<file path="src/rtl/fd_event_counter_if.sv">
// Signal bundle between the fd hold stage / display pins and the event counter.
// master drives the event and clear; slave is the counter itself.
interface fd_event_counter_if;
  logic        in;
  logic        clr;
  logic [15:0] count_bcd;
  logic        ovf;
  logic [3:0]  an;
  logic [7:0]  seg;

  modport master (
    output in, clr,
    input  count_bcd, ovf, an, seg
  );

  modport slave (
    input  in, clr,
    output count_bcd, ovf, an, seg
  );
endinterface

</file>
<file path="src/rtl/fd_event_counter.sv">
// Rising-edge event counter with 4-digit BCD count, sticky overflow and a
// multiplexed common-anode seven-segment scan.
module fd_event_counter #(
  parameter int SCAN_DIV = 50000,
  parameter bit BLANK_LZ = 1'b1
) (
  input  logic               clk,
  input  logic               rst,
  fd_event_counter_if.slave  bus
);
  localparam int SW = (SCAN_DIV > 2) ? $clog2(SCAN_DIV) : 1;
  localparam logic [SW-1:0] SCAN_LAST = SW'(SCAN_DIV - 1);

  logic          in_d_reg;
  logic          rise;
  logic [15:0]   count_reg, count_next;
  logic          ovf_reg, ovf_next;
  logic [SW-1:0] scan_cnt_reg, scan_cnt_next;
  logic [1:0]    dig_reg, dig_next;
  logic [4:0]    carry;
  logic [15:0]   inc_val;
  logic [3:1]    zero_hi;
  logic [3:0]    blank;
  logic [3:0]    cur_nib;
  logic [7:0]    seg_code;

  assign rise     = bus.in & ~in_d_reg;
  assign carry[0] = 1'b1;

  // Ripple BCD increment: a nibble at 9 wraps to 0 and passes the carry up.
  generate
    for (genvar gi = 0; gi < 4; gi++) begin : g_digit
      logic [3:0] nib;
      logic       nine;
      assign nib  = count_reg[4*gi +: 4];
      assign nine = (nib == 4'd9);
      assign inc_val[4*gi +: 4] = carry[gi] ? (nine ? 4'd0 : nib + 4'd1) : nib;
      assign carry[gi+1] = carry[gi] & nine;
    end
  endgenerate

  always_comb begin
    count_next = count_reg;
    ovf_next   = ovf_reg;
    if (bus.clr) begin
      count_next = 16'h0000;
      ovf_next   = 1'b0;
    end else if (rise) begin
      count_next = inc_val;
      if (carry[4]) ovf_next = 1'b1;
    end
  end

  always_comb begin
    scan_cnt_next = scan_cnt_reg + SW'(1);
    dig_next      = dig_reg;
    if (scan_cnt_reg == SCAN_LAST) begin
      scan_cnt_next = '0;
      dig_next      = dig_reg + 2'd1;
    end
  end

  always_ff @(posedge clk) begin
    if (rst) begin
      in_d_reg     <= 1'b1;  // a level already high at reset release is not an event
      count_reg    <= 16'h0000;
      ovf_reg      <= 1'b0;
      scan_cnt_reg <= '0;
      dig_reg      <= 2'd0;
    end else begin
      in_d_reg     <= bus.in;
      count_reg    <= count_next;
      ovf_reg      <= ovf_next;
      scan_cnt_reg <= scan_cnt_next;
      dig_reg      <= dig_next;
    end
  end

  // zero_hi[k]: digit k and every digit above it are zero.
  assign zero_hi[3] = (count_reg[15:12] == 4'd0);
  generate
    for (genvar gi = 1; gi < 3; gi++) begin : g_lz
      assign zero_hi[gi] = zero_hi[gi+1] & (count_reg[4*gi +: 4] == 4'd0);
    end
  endgenerate

  assign blank   = BLANK_LZ ? {zero_hi, 1'b0} : 4'b0000;
  assign cur_nib = count_reg[4*dig_reg +: 4];

  always_comb begin
    seg_code = 8'hFF;
    if (!blank[dig_reg]) begin
      case (cur_nib)
        4'd0:    seg_code = 8'hC0;
        4'd1:    seg_code = 8'hF9;
        4'd2:    seg_code = 8'hA4;
        4'd3:    seg_code = 8'hB0;
        4'd4:    seg_code = 8'h99;
        4'd5:    seg_code = 8'h92;
        4'd6:    seg_code = 8'h82;
        4'd7:    seg_code = 8'hF8;
        4'd8:    seg_code = 8'h80;
        4'd9:    seg_code = 8'h90;
        default: seg_code = 8'hFF;
      endcase
    end
  end

  assign bus.count_bcd = count_reg;
  assign bus.ovf       = ovf_reg;
  assign bus.an        = ~(4'b0001 << dig_reg);
  assign bus.seg       = seg_code;
endmodule

</file>
<file path="src/flat_wrapper.sv">
// flat-port wrapper written by rule: the top's interface ports become plain ports
module fd_event_counter_flat 
#(
  parameter int SCAN_DIV = 50000,
  parameter bit BLANK_LZ = 1'b1
)
  (clk, rst, bus_in, bus_clr, bus_count_bcd, bus_ovf, bus_an, bus_seg);
  fd_event_counter_if bus_i ();
  input  logic clk;
  input  logic rst;
  input wire logic [$bits(bus_i.in)-1:0] bus_in;
  input wire logic [$bits(bus_i.clr)-1:0] bus_clr;
  output wire logic [$bits(bus_i.count_bcd)-1:0] bus_count_bcd;
  output wire logic [$bits(bus_i.ovf)-1:0] bus_ovf;
  output wire logic [$bits(bus_i.an)-1:0] bus_an;
  output wire logic [$bits(bus_i.seg)-1:0] bus_seg;
  assign bus_i.in = bus_in;
  assign bus_i.clr = bus_clr;
  assign bus_count_bcd = bus_i.count_bcd;
  assign bus_ovf = bus_i.ovf;
  assign bus_an = bus_i.an;
  assign bus_seg = bus_i.seg;
  fd_event_counter #(.SCAN_DIV(SCAN_DIV), .BLANK_LZ(BLANK_LZ)) u_core (.clk(clk), .rst(rst), .bus(bus_i));
endmodule
</file>
<file path="config.mk">
export PLATFORM = sky130hd
export DESIGN_NAME = fd_event_counter_flat
export DESIGN_NICKNAME = d
export VERILOG_FILES = /design/src/rtl/fd_event_counter_if.sv /design/src/rtl/fd_event_counter.sv /design/src/flat_wrapper.sv
export SDC_FILE = /design/constraint.sdc
export NUM_CORES = 1
export LEC_CHECK = 0
export BUFFER_PORTS_ARGS = -buffer_cell sky130_fd_sc_hd__buf_2
export CAP_MARGIN = 20
export CORE_MARGIN = 2
export CORE_UTILIZATION = 45
export CTS_CLUSTER_SIZE = 24
export DETAILED_ROUTE_END_ITERATION = 16
export GPL_ROUTABILITY_DRIVEN = 1
export MAX_ROUTING_LAYER = met4
export PLACE_DENSITY = 0.68
export SLEW_MARGIN = 0
export SYNTH_ARGS = -nofsm -noshare
export SYNTH_HDL_FRONTEND = slang
export SYNTH_SLANG_ARGS = --single-unit
export TNS_END_PERCENT = 10
</file>
<file path="constraint.sdc">
create_clock -name clk -period 2.3 [get_ports clk]
set_clock_uncertainty 0.15 [all_clocks]
set_input_delay 0.345 -clock clk [delete_from_list [all_inputs] [get_ports clk]]
set_output_delay 0.345 -clock clk [all_outputs]
set_load 0.1 [all_outputs]
</file>
==> metrics.md <==
| Metric | Value |
|---|---|
| Post-route cell area | `2960 um2` |
| Gr usage total | `20.5%` |
| Clock Power Share | `37.2%` |
| CTS Buffer Depth | `2` |
| Asr flop ratio synth | `0%` |
| RSZ-0062 raised after global routing | `true` |
| Syn nets | `262` |
| Relative slew slack | `65.7%` |
| Hold path start | `bus_in` |
| Gr ovfl total | `0` |
| Synthesized area per cell | `8.68 um2` |
| Inserted Diodes | `0` |
| Synth area leaders | `dfxtp_1 33%, ha_1 5.8%, xnor2_1 5.3%, nor2_1 5.1%, mux4_2 3.1%` |
| Detailed Place HPWL | `3.79 mm` |
| Core area | `4660 um2` |
| First-pass GRT wire length | `8.31 mm` |
| Sw frac | `23.7%` |
| Die area | `5350 um2` |
| CP required | `1.80 ns` |
| Global placement routability congestion | `0.845` |
| Synth Instances | `248` |
| Most frequent cell after synthesis | `dfxtp_1` |
| Final slew viol count | `0` |
| Reg clk slew, reported paths | `0.07 ns` |
| WL/cell | `14.0 um` |
| Htree depth | `2` |
| Width of the die | `73.2 um` |
| Pint | `0.856 mW` |
| Logic pwr share | `6.7%` |
| Final ANT Viol Nets | `0` |
| Crit. End Element | `primary output` |
| Reg2reg end | `u_core.bus.count_bcd[13]` |
| Max-Cap Viols | `0` |
| CTS buffer count | `5` |
| Die height | `73.2 um` |
| Share of layout cells above drive strength 1 | `41.0%` |
| Seq/Total Area, Yosys | `33.5%` |
| Mapped Area | `2150 um2` |
| Tightest Pin Transition | `0.513 ns` |
| Hold Path Depth | `2` |
| Largest net degree at the start of global routing | `17` |
| First DRT Iteration DRCs | `100` |
| Setup Crit Path Kind | `reg -> out` |
| Count of flip-flops with a built-in enable after synthesis | `0` |
| Hold Path End | `u_core.in_d_reg` |
| Min Tclk post-route | `2.60 ns` |
| Origin of the critical flop-to-flop path | `u_core.bus.count_bcd[1]` |
| DRC Markers | `0` |
| Tcrit/Tclk final | `113%` |
| Sequential share of power | `56.1%` |
| Worst Path Max Fanout | `6` |
| HP Class | `in -> reg` |
| # clock sinks | `36` |
| Clock latency at the later pin of the worst-skew pair | `0.28 ns` |
| Fin. Hold Viols | `0` |
| Routed vias | `1,952` |
| Peak VDD IR | `308 uV` |
| Leakage power total | `1.21 nW` |
| Sw power | `0.267 mW` |
| Ys flop type | `dfxtp_1` |
| Finish-stage setup viols | `7` |
| Initial antenna violation count | `0` |
| Post-DP Area | `2740 um2` |
| Worst Hold Slack | `0.140 ns` |
| Area delta synth->final | `37.6%` |
| Status | `complete, but fails checks` |
| Num rows | `25` |
| Yosys reg bits | `36` |
| Final net count | `324` |
| Vias in the first global route | `1,801` |
| WL final | `5.08 mm` |
| Share of the synthesized area in the top cell type | `33.5%` |
| FF-to-FF setup slack | `0.26 ns` |
| Fmax achieved | `385 MHz` |
| CTS tree | `done` |
| Yosys cell types | `51` |
| DR vias/cell | `5.36` |
| Pwr dens | `379 nW/um2` |
| Drt first pass iters | `4` |
| Final Worst Setup Slack | `-0.295 ns` |
| Root buf cell | `clkbuf_8` |
| CTS Hold Bufs | `0` |
| Starting Density | `46.2%` |
| Nature of the critical path startpoint | `register` |
| # IOs | `33` |
| PortBufs | `31` |
| Setup TNS | `-1.52 ns` |
| Reg2reg path depth | `5` |
| Largest area contributor in the netlist | `dfxtp_1` |
| Synth warn | `0` |
| CP Data Arrival Time | `2.10 ns` |
| Failing checks | `setup timing` |
| Synth top cells by count | `36 x dfxtp_1, 29 x nor2_1, 15 x inv_1` |
cell families after synthesis:
logic type	Yosys count	share of synthesized area [%]
simple gates	106	28.7
fa+ha+maj	10	5.81
xor+xnor	19	7.73
flops	36	33.5
buf+inv	27	6.05
other cells	1	0.174
compound gates	38	10.3
mux	11	7.67
worst max-delay path by stage:
stage,startpoint,endpoint,cells past startpoint
final,u_core.dig_reg[1],bus_seg[4],8
after global routing,u_core.dig_reg[1],bus_seg[4],8
after CTS,u_core.dig_reg[1],bus_seg[3],7
after detailed placement,u_core.dig_reg[1],bus_seg[4],8
after global placement,u_core.dig_reg[1],bus_seg[4],8
after floorplan,u_core.bus.count_bcd[4],bus_seg[2],6
final cells by class:
| class | count | area [um2] |
|---|---|---|
| Clock inverter | 1 | 5.00 |
| Inverter | 15 | 58.8 |
| Timing Repair Buffer | 67 | 533 |
| Tap cell | 54 | 67.6 |
| Sequential cell | 36 | 752 |
| Fill cell | 393 | 1700 |
| Clock buffer | 6 | 72.6 |
| Multi-Input combinational cell | 185 | 1470 |
power groups by stage:
stage | logic, mW | registers [mW] | clock network, mW
2_1_floorplan | 0.0478 | 0.648 | 0
3_3_place_gp | 0.0707 | 0.645 | 0
3_5_place_dp | 0.0714 | 0.645 | 0
4_1_cts | 0.0759 | 0.630 | 0.431
5_1_grt | 0.0819 | 0.630 | 0.453
6_report | 0.0757 | 0.630 | 0.417
critical path, stage by stage (launching register included):
cell,delay [ns]
dfxtp_4,0.39
mux4_2,0.58
buf_6,0.15
ha_4,0.15
inv_2,0.05
a21o_1,0.12
a21oi_2,0.05
o22ai_4,0.12
buf_12,0.19
per-stage QoR:
step / instances / utilization [%] / power [mW] / setup slack, ns
floorplan: 248 / - / 0.695 / -0.402
global placement: 355 / 58.8 / 0.716 / -0.141
detailed placement: 355 / 58.8 / 0.717 / -0.232
CTS: 364 / 63.5 / 1.14 / -0.284
global route: 364 / 63.5 / 1.16 / -0.386
finish: 364 / 63.5 / 1.12 / -0.295
routing by layer:
metal / up-vias / track usage, % / routed length (um)
li1: 988 / - / -
met2: 35 / 36.5 / 2740
met3: 7 / 4.14 / 141
met1: 922 / 23.2 / 2140
met5: - / - / 0
met4: 0 / 5.76 / 58
placed cells by master, fill, tap and decap left out, types with 5 or more instances in the layout:
cell      count
nand4_1       6
nand3_1       6
nor3_1        7
xor2_1        6
buf_2        24
xnor2_1      13
a21oi_1      12
buf_12        6
o21ai_0       7
clkbuf_8      5
buf_4        33
dfxtp_2      13
nand2_1      11
dfxtp_1      19
inv_1        12
nor2b_1       7
nor2_1       28
ha_1          6
and3_1        5
what timing repair did:
action	in CTS	in global routing
resized for setup	28	0
pin swaps	6	0
setup endpoints to repair	7	7
endpoints found under the hold margin	0	0
gates cloned	0	0
buffers inserted	2	0
(Power assumes the default switching activity.)
